$ cat src/rtl/lcd_frame_sequencer.sv
// lcd_frame_sequencer
//
// Feeds the 4-bit HD44780 nibble driver of a 4x20 character LCD. User logic writes characters
// at random (row, col) positions into an 80-byte frame buffer. After reset the block waits for
// the panel to power up, sends the init command sequence once, then streams whole frames as
// {rs, byte} transfers over a valid/ready handshake. Each line is preceded by its DDRAM
// set-address command, so one frame is 84 transfers (4 commands + 80 characters).
//
// Ports:
//   clk        system clock
//   rst        synchronous active-low reset
//   wr_en      write wr_char into the buffer at (wr_row, wr_col) on this edge
//   wr_row     target row 0..3
//   wr_col     target column 0..19; 20..31 are ignored
//   wr_char    character code
//   refresh    single-cycle request to send the whole frame
//   out_valid  a command/data byte is available to the driver
//   out_ready  driver accepts the byte
//   out_rs     0 = command, 1 = character data
//   out_data   byte to the driver
//   busy       high whenever the sequencer is not idle
//   init_done  high once the init sequence has completed (sticky until reset)

module lcd_frame_sequencer #(
    parameter int unsigned PWR_WAIT = 1000000,  // power-up wait before the first command
    parameter int unsigned CLR_WAIT = 40000     // wait after Clear Display is accepted
) (
    input  logic       clk,
    input  logic       rst,
    input  logic       wr_en,
    input  logic [1:0] wr_row,
    input  logic [4:0] wr_col,
    input  logic [7:0] wr_char,
    input  logic       refresh,
    output logic       out_valid,
    input  logic       out_ready,
    output logic       out_rs,
    output logic [7:0] out_data,
    output logic       busy,
    output logic       init_done
);

    localparam int unsigned NumCols  = 20;
    localparam int unsigned NumChars = 80;
    localparam int unsigned CntMax   = (PWR_WAIT > CLR_WAIT) ? PWR_WAIT : CLR_WAIT;
    localparam int unsigned CntW     = $clog2(CntMax + 1);

    // Terminal counts: a wait of N cycles spends exactly N clock edges in its state.
    localparam logic [CntW-1:0] PwrLast = CntW'(PWR_WAIT - 1);
    localparam logic [CntW-1:0] ClrLast = CntW'(CLR_WAIT - 1);

    localparam logic [4:0] LastCol = 5'(NumCols - 1);

    typedef enum logic [2:0] {
        StPwrWait,
        StInit,
        StClrWait,
        StLineCmd,
        StChar,
        StIdle
    } state_e;

    state_e          state_q;
    logic [CntW-1:0] cnt_q;
    logic [1:0]      init_idx_q;
    logic [1:0]      row_q;
    logic [4:0]      col_q;
    logic            pending_q;

    logic [7:0] frame_mem [NumChars];

    logic       xfer;
    logic [7:0] line_first_char;
    logic [7:0] next_char;
    logic [4:0] next_col;

    // row*20 + col, built from shifts so it stays a small adder.
    function automatic logic [6:0] buf_index(input logic [1:0] row, input logic [4:0] col);
        return 7'({row, 4'b0000}) + 7'({row, 2'b00}) + 7'(col);
    endfunction

    function automatic logic [7:0] init_cmd(input logic [1:0] idx);
        case (idx)
            2'd0:    return 8'h28;  // function set: 4-bit, 2 lines, 5x8
            2'd1:    return 8'h0C;  // display on, cursor off
            2'd2:    return 8'h06;  // entry mode: increment, no shift
            default: return 8'h01;  // clear display
        endcase
    endfunction

    // DDRAM start address of each line on a 4x20 panel.
    function automatic logic [7:0] line_cmd(input logic [1:0] row);
        case (row)
            2'd0:    return 8'h80;
            2'd1:    return 8'hC0;
            2'd2:    return 8'h94;
            default: return 8'hD4;
        endcase
    endfunction

    //--------------------------------------------------------------------------------------------
    // Frame buffer. Writes land on the next edge in every state; the scan-out reads the old
    // contents on the same edge, so a same-cycle write to the index being loaded shows up only
    // in a later frame.
    //--------------------------------------------------------------------------------------------
    always_ff @(posedge clk) begin
        if (!rst) begin
            for (int i = 0; i < int'(NumChars); i++) begin
                frame_mem[i] <= 8'h20;
            end
        end else if (wr_en && (wr_col < 5'(NumCols))) begin
            frame_mem[buf_index(wr_row, wr_col)] <= wr_char;
        end
    end

    //--------------------------------------------------------------------------------------------
    // Buffer read ports for the output register. next_col is clamped at the end of a line so
    // the unused read never leaves the buffer.
    //--------------------------------------------------------------------------------------------
    always_comb begin
        xfer            = out_valid && out_ready;
        next_col        = (col_q == LastCol) ? 5'd0 : col_q + 5'd1;
        line_first_char = frame_mem[buf_index(row_q, 5'd0)];
        next_char       = frame_mem[buf_index(row_q, next_col)];
    end

    //--------------------------------------------------------------------------------------------
    // Sequencer. All outputs are registered; the next byte is loaded on the edge that accepts the
    // current one, so with out_ready held high the stream runs one transfer per cycle. While
    // stalled nothing in the output register changes.
    //--------------------------------------------------------------------------------------------
    always_ff @(posedge clk) begin
        if (!rst) begin
            state_q    <= StPwrWait;
            cnt_q      <= '0;
            init_idx_q <= 2'd0;
            row_q      <= 2'd0;
            col_q      <= 5'd0;
            pending_q  <= 1'b0;
            out_valid  <= 1'b0;
            out_rs     <= 1'b0;
            out_data   <= 8'h00;
            busy       <= 1'b1;
            init_done  <= 1'b0;
        end else begin
            // Requests while busy coalesce into a single extra frame.
            if (refresh && (state_q != StIdle)) begin
                pending_q <= 1'b1;
            end

            case (state_q)
                StPwrWait: begin
                    if (cnt_q == PwrLast) begin
                        cnt_q      <= '0;
                        init_idx_q <= 2'd0;
                        state_q    <= StInit;
                        out_valid  <= 1'b1;
                        out_rs     <= 1'b0;
                        out_data   <= init_cmd(2'd0);
                    end else begin
                        cnt_q <= cnt_q + 1'b1;
                    end
                end

                StInit: begin
                    if (xfer) begin
                        if (init_idx_q == 2'd3) begin
                            out_valid <= 1'b0;
                            cnt_q     <= '0;
                            state_q   <= StClrWait;
                        end else begin
                            init_idx_q <= init_idx_q + 2'd1;
                            out_data   <= init_cmd(init_idx_q + 2'd1);
                        end
                    end
                end

                StClrWait: begin
                    if (cnt_q == ClrLast) begin
                        cnt_q     <= '0;
                        init_done <= 1'b1;
                        row_q     <= 2'd0;
                        state_q   <= StLineCmd;
                        out_valid <= 1'b1;
                        out_rs    <= 1'b0;
                        out_data  <= line_cmd(2'd0);
                    end else begin
                        cnt_q <= cnt_q + 1'b1;
                    end
                end

                StLineCmd: begin
                    if (xfer) begin
                        col_q    <= 5'd0;
                        state_q  <= StChar;
                        out_rs   <= 1'b1;
                        out_data <= line_first_char;
                    end
                end

                StChar: begin
                    if (xfer) begin
                        if (col_q == LastCol) begin
                            col_q <= 5'd0;
                            if (row_q == 2'd3) begin
                                state_q   <= StIdle;
                                out_valid <= 1'b0;
                                out_rs    <= 1'b0;
                                busy      <= 1'b0;
                            end else begin
                                row_q    <= row_q + 2'd1;
                                state_q  <= StLineCmd;
                                out_rs   <= 1'b0;
                                out_data <= line_cmd(row_q + 2'd1);
                            end
                        end else begin
                            col_q    <= next_col;
                            out_data <= next_char;
                        end
                    end
                end

                StIdle: begin
                    // A pending frame starts one cycle after entering idle, so busy dips once.
                    if (refresh || pending_q) begin
                        pending_q <= 1'b0;
                        row_q     <= 2'd0;
                        state_q   <= StLineCmd;
                        busy      <= 1'b1;
                        out_valid <= 1'b1;
                        out_rs    <= 1'b0;
                        out_data  <= line_cmd(2'd0);
                    end
                end

                default: begin
                    state_q <= StPwrWait;
                end
            endcase
        end
    end

endmodule

$ cat config.mk
export PLATFORM = sky130hd
export DESIGN_NAME = lcd_frame_sequencer
export DESIGN_NICKNAME = d
export VERILOG_FILES = /design/src/rtl/lcd_frame_sequencer.sv
export SDC_FILE = /design/constraint.sdc
export NUM_CORES = 1
export LEC_CHECK = 0
export ABC_AREA = 0
export ABC_CLOCK_PERIOD_IN_PS = 5100
export BUFFER_PORTS_ARGS = -buffer_cell sky130_fd_sc_hd__buf_2
export CAP_MARGIN = 20
export CORE_MARGIN = 5
export CORE_UTILIZATION = 42
export DETAILED_ROUTE_END_ITERATION = 7
export PLACE_DENSITY_LB_ADDON = 0.08
export SLEW_MARGIN = 20
export SYNTH_ARGS = -nofsm -noshare
export SYNTH_HDL_FRONTEND = slang
export SYNTH_SLANG_ARGS = --single-unit
export TNS_END_PERCENT = 30
$ cat constraint.sdc
create_clock -name clk -period 5.1 [get_ports clk]
set_input_delay 0.51 -clock clk [delete_from_list [all_inputs] [get_ports clk]]
set_output_delay 0.51 -clock clk [all_outputs]
set_load 0.05 [all_outputs]
==> impl_results.md <==
- Ranking of synthesized cells by area: edfxtp_1 63%, mux4_2 9.8%, and2_1 8.0%
- Post-synth design cell area: 0.0442 mm²
- Clock net sink count: 973
- CTS tree: yes
- Slew @ Worst Pin: 1.03 ns
- Die area: 0.112 mm²
- Post-Synth Simple-Gate Area: 0.154
- Final HPWL from detailed placement: 96,700 µm
- WL/cell: 30.4 µm
- Vias post-DR: 27,701
- Slew margin rel.: 0.314
- EDFF count, synth: 928
- Max Freq: 231 MHz
- Hold buffer count at CTS: 0
- Worst endpoint required time: 5.73 ns
- Period minus WS final: 4.32 ns
- IO Port Bufs: 31
- Drt first pass iters: 6
- Cts bufs inserted: 106
- Slowest CP cell: fa_2
- Syn_area_per_cell: 14.3 µm²
- Fin nets: 3,232
- Starting Density: 0.421
- Xor/xnor cell area share of the yosys netlist: 0.00455
- Seq cells post-synth: 973
- Post-route ant nets: 0
- Layout cell share with drive strength beyond 1: 0.175
- Main synth FF type: edfxtp_1
- CTS resizes: 0
- Grt total ovfl: 0
- CP endpoint kind: flip-flop
- First-pass GRT wire length: 205,000 µm
- Worst min path class: in -> reg
- Mux cell area share after synthesis: 0.114
- Final worst-path cycle share: 0.847
- H-tree levels: 3
- Initial antenna violation count: 1
- PD cells: 349 mW/mm²
- IO Count: 32
- Die height: 335 µm
- Largest net degree at the start of global routing: 86
- Setup bufs post-CTS: 0
- CTS root buf: clkbuf_16
- RSZ-0062 raised after global routing: no
- Drc violations: 0
- Max Transition Viols Final: 0
- Post-synth top area share: 0.630
- Max clock buf depth: 3
- Synth async-reset ratio: 0
- Post-Synth Adder-Cell Area: 0.00515
- Drt total wl: 142,000 µm
- Worst vdd ir: 0.269 mV
- Worst Path Class, Setup: reg -> reg
- Gp weighted congestion: 1.04
- Mapped Cells: 3,083
- Synth Area in Compound Gates: 0.0489
- Worst Clk Skew: 0.0370 ns
- CP Cell Sequence: ha_4 -> nor4bb_4 -> nor2_1 -> ha_2 -> fa_2 -> inv_2 -> buf_12 -> mux2i_1 -> a22o_1 -> nor4_1 -> nand4_1 -> a21oi_1
- Core Rows: 119
- Iter 0 DRT Violations: 3,579
- LEAKAGE: 0.0170 µW
- Yosys synthesis warning count: 0
- Crit-path max FO: 29
- Post-synthesis sequential area ratio: 0.650
- Slowest stage delay, CP: 0.82 ns
- Clock Pin Slew Worst Setup and Hold Paths: 0.06 ns
- Max-cap viol count: 0
- Status: finished, final reports clean
- Yosys cell types: 79
- Via density: 5.93
- Core area: 0.105 mm²
- Hold Vio Cnt, Final: 0
- GRT Overall Usage: 0.252
- Cell type with the largest total area after synthesis: edfxtp_1
- Largest family of logic cells by synthesized area: simple AND/OR/NAND/NOR gates
- Place WS: 0.871 ns
- # setup viols final: 0
- Setup tns final: 0 ns
- Area growth syn-to-layout: 13.5%
- Final WS setup: 0.779 ns
- Crit path DAT: 4.96 ns
- Clk Latency, worst-skew pair: 0.70 ns
- Critical Path Start Type: flip-flop
- Chip width: 335 µm
- Vias in the first global route: 27,594
[metrics by stage]
step / instance area [µm²] / power (µW) / hold WS [ns] / instances / utilization
2_1_floorplan: 44400 / 9600 / 0.449 / 3114 / -
3_3_place_gp: 46800 / 10000 / 0.452 / 4478 / 0.446
3_5_place_dp: 46800 / 10100 / 0.453 / 4478 / 0.446
4_1_cts: 50200 / 17700 / 0.128 / 4670 / 0.478
5_1_grt: 50200 / 18100 / 0.141 / 4670 / 0.478
6_report: 50200 / 17500 / 0.166 / 4671 / 0.478
[cell usage in the layout, fill, tap and decap left out, drive strengths merged, types with 6 or more instances in the layout]
| cell | n |
|---|---|
| a211oi | 10 |
| a21o | 10 |
| a21oi | 33 |
| a221oi | 17 |
| a22o | 6 |
| a22oi | 29 |
| a31oi | 18 |
| and2 | 564 |
| and3 | 10 |
| buf | 203 |
| bufinv | 12 |
| clkbuf | 126 |
| clkinv | 48 |
| conb | 32 |
| dfxtp | 45 |
| edfxtp | 928 |
| ha | 15 |
| inv | 17 |
| mux2i | 68 |
| mux4 | 192 |
| nand2 | 137 |
| nand2b | 14 |
| nand3 | 72 |
| nand4 | 20 |
| nor2 | 203 |
| nor2b | 9 |
| nor3 | 43 |
| nor4 | 27 |
| o211ai | 13 |
| o21ai | 132 |
| o22ai | 10 |
| o31ai | 6 |
| or3 | 96 |
| or4 | 11 |
| xnor2 | 8 |
| xor2 | 15 |
[cells by family (layout without fill, tap and decap cells)]
group	after synthesis	after routing
AOI/OAI and AO/OA	332	332
muxes	264	264
adders and majority gates	17	17
buffers and inverters	244	409
other	1	33
xor gates and xnor gates	23	23
DFF	973	973
and+or+nand+nor	1229	1229
[layer usage]
layer  wire (µm)  GRT usage  up-vias  share of wire
li1            -          -    11886              -
met1       60500      0.356    14305           0.43
met2       65200      0.393     1209           0.46
met3        9840     0.0460      301          0.069
met4        6240     0.0915        0          0.044
met5           0          0        -              0
[worst paths after layout]
| path | startpoint | endpoint | slack (ns) | cells after the start |
|---|---|---|---|---|
| setup / recovery | col_q[1] | out_data[5] | 0.78 | 12 |
| hold / removal | refresh | busy | 0.17 | 3 |
| setup reg to reg | col_q[1] | out_data[5] | 0.78 | 12 |
| hold reg to reg | init_done | init_done | 0.46 | 1 |
[synthesized netlist by cell type (4+ instances only)]
library cell and number:
o21ai_0 131, buf_4 13, and2_1 563, nand2b_1 14
a211oi_1 10, a221oi_1 17, o211ai_1 13, nand4_1 20
buf_2 19, mux2_2 4, a21oi_1 33, mux2i_1 68
a31oi_1 18, nand4b_1 5, edfxtp_1 928, a32oi_1 4
nor2_1 202, o31a_1 4, xor2_1 15, and3_1 10
or4_1 8, nor3_1 43, nand3_1 72, o31ai_1 6
ha_1 15, a221o_1 5, mux4_2 192, nor2b_1 9
a22oi_1 28, nand2_1 136, xnor2_1 8, clkbuf_1 184
buf_6 6, dfxtp_1 45, o22ai_1 10, inv_1 12
nor4_1 27, a22o_1 6, a21o_1 10, buf_1 8
o2111ai_1 5, or3_1 96, o311a_1 5
[flip-flops by register name, indices dropped and copies added (netlist names), 2 cells and up]
register / count
init_idx_q: 2
cnt_q: 20
out_data: 8
col_q: 5
row_q: 2
frame_mem: 928
state_q: 3
[worst max-delay path: cells and delay by family, from the launching register on]
family / cells / cell delay, ns
AO/OA/AOI/OAI: 2 / 0.53
multiplexers: 1 / 0.28
AND/OR/NAND/NOR: 4 / 1.42
flip-flops: 1 / 0.41
adder cells (fa/ha/maj): 3 / 1.22
buffers and inverters: 2 / 0.37
[power by group]
group	internal [µW]	switching (µW)	total (µW)	leakage, µW
combinational	209	529	738	0.00625
sequential	9030	112	9150	0.00910
clock	4480	3180	7660	0.00168
total	13700	3820	17500	0.0170
[cell type report]
class	count	area (µm²)
diodes	1	2.50
clock buffers	126	2780
clock inverters	66	653
fillers	9151	54800
inverters	14	52.6
multi-input cells	1897	14600
flip-flops and latches	973	28800
well taps	1391	1740
repair buffers	203	1570
No activity file was read; power rests on OpenSTA's default activity.
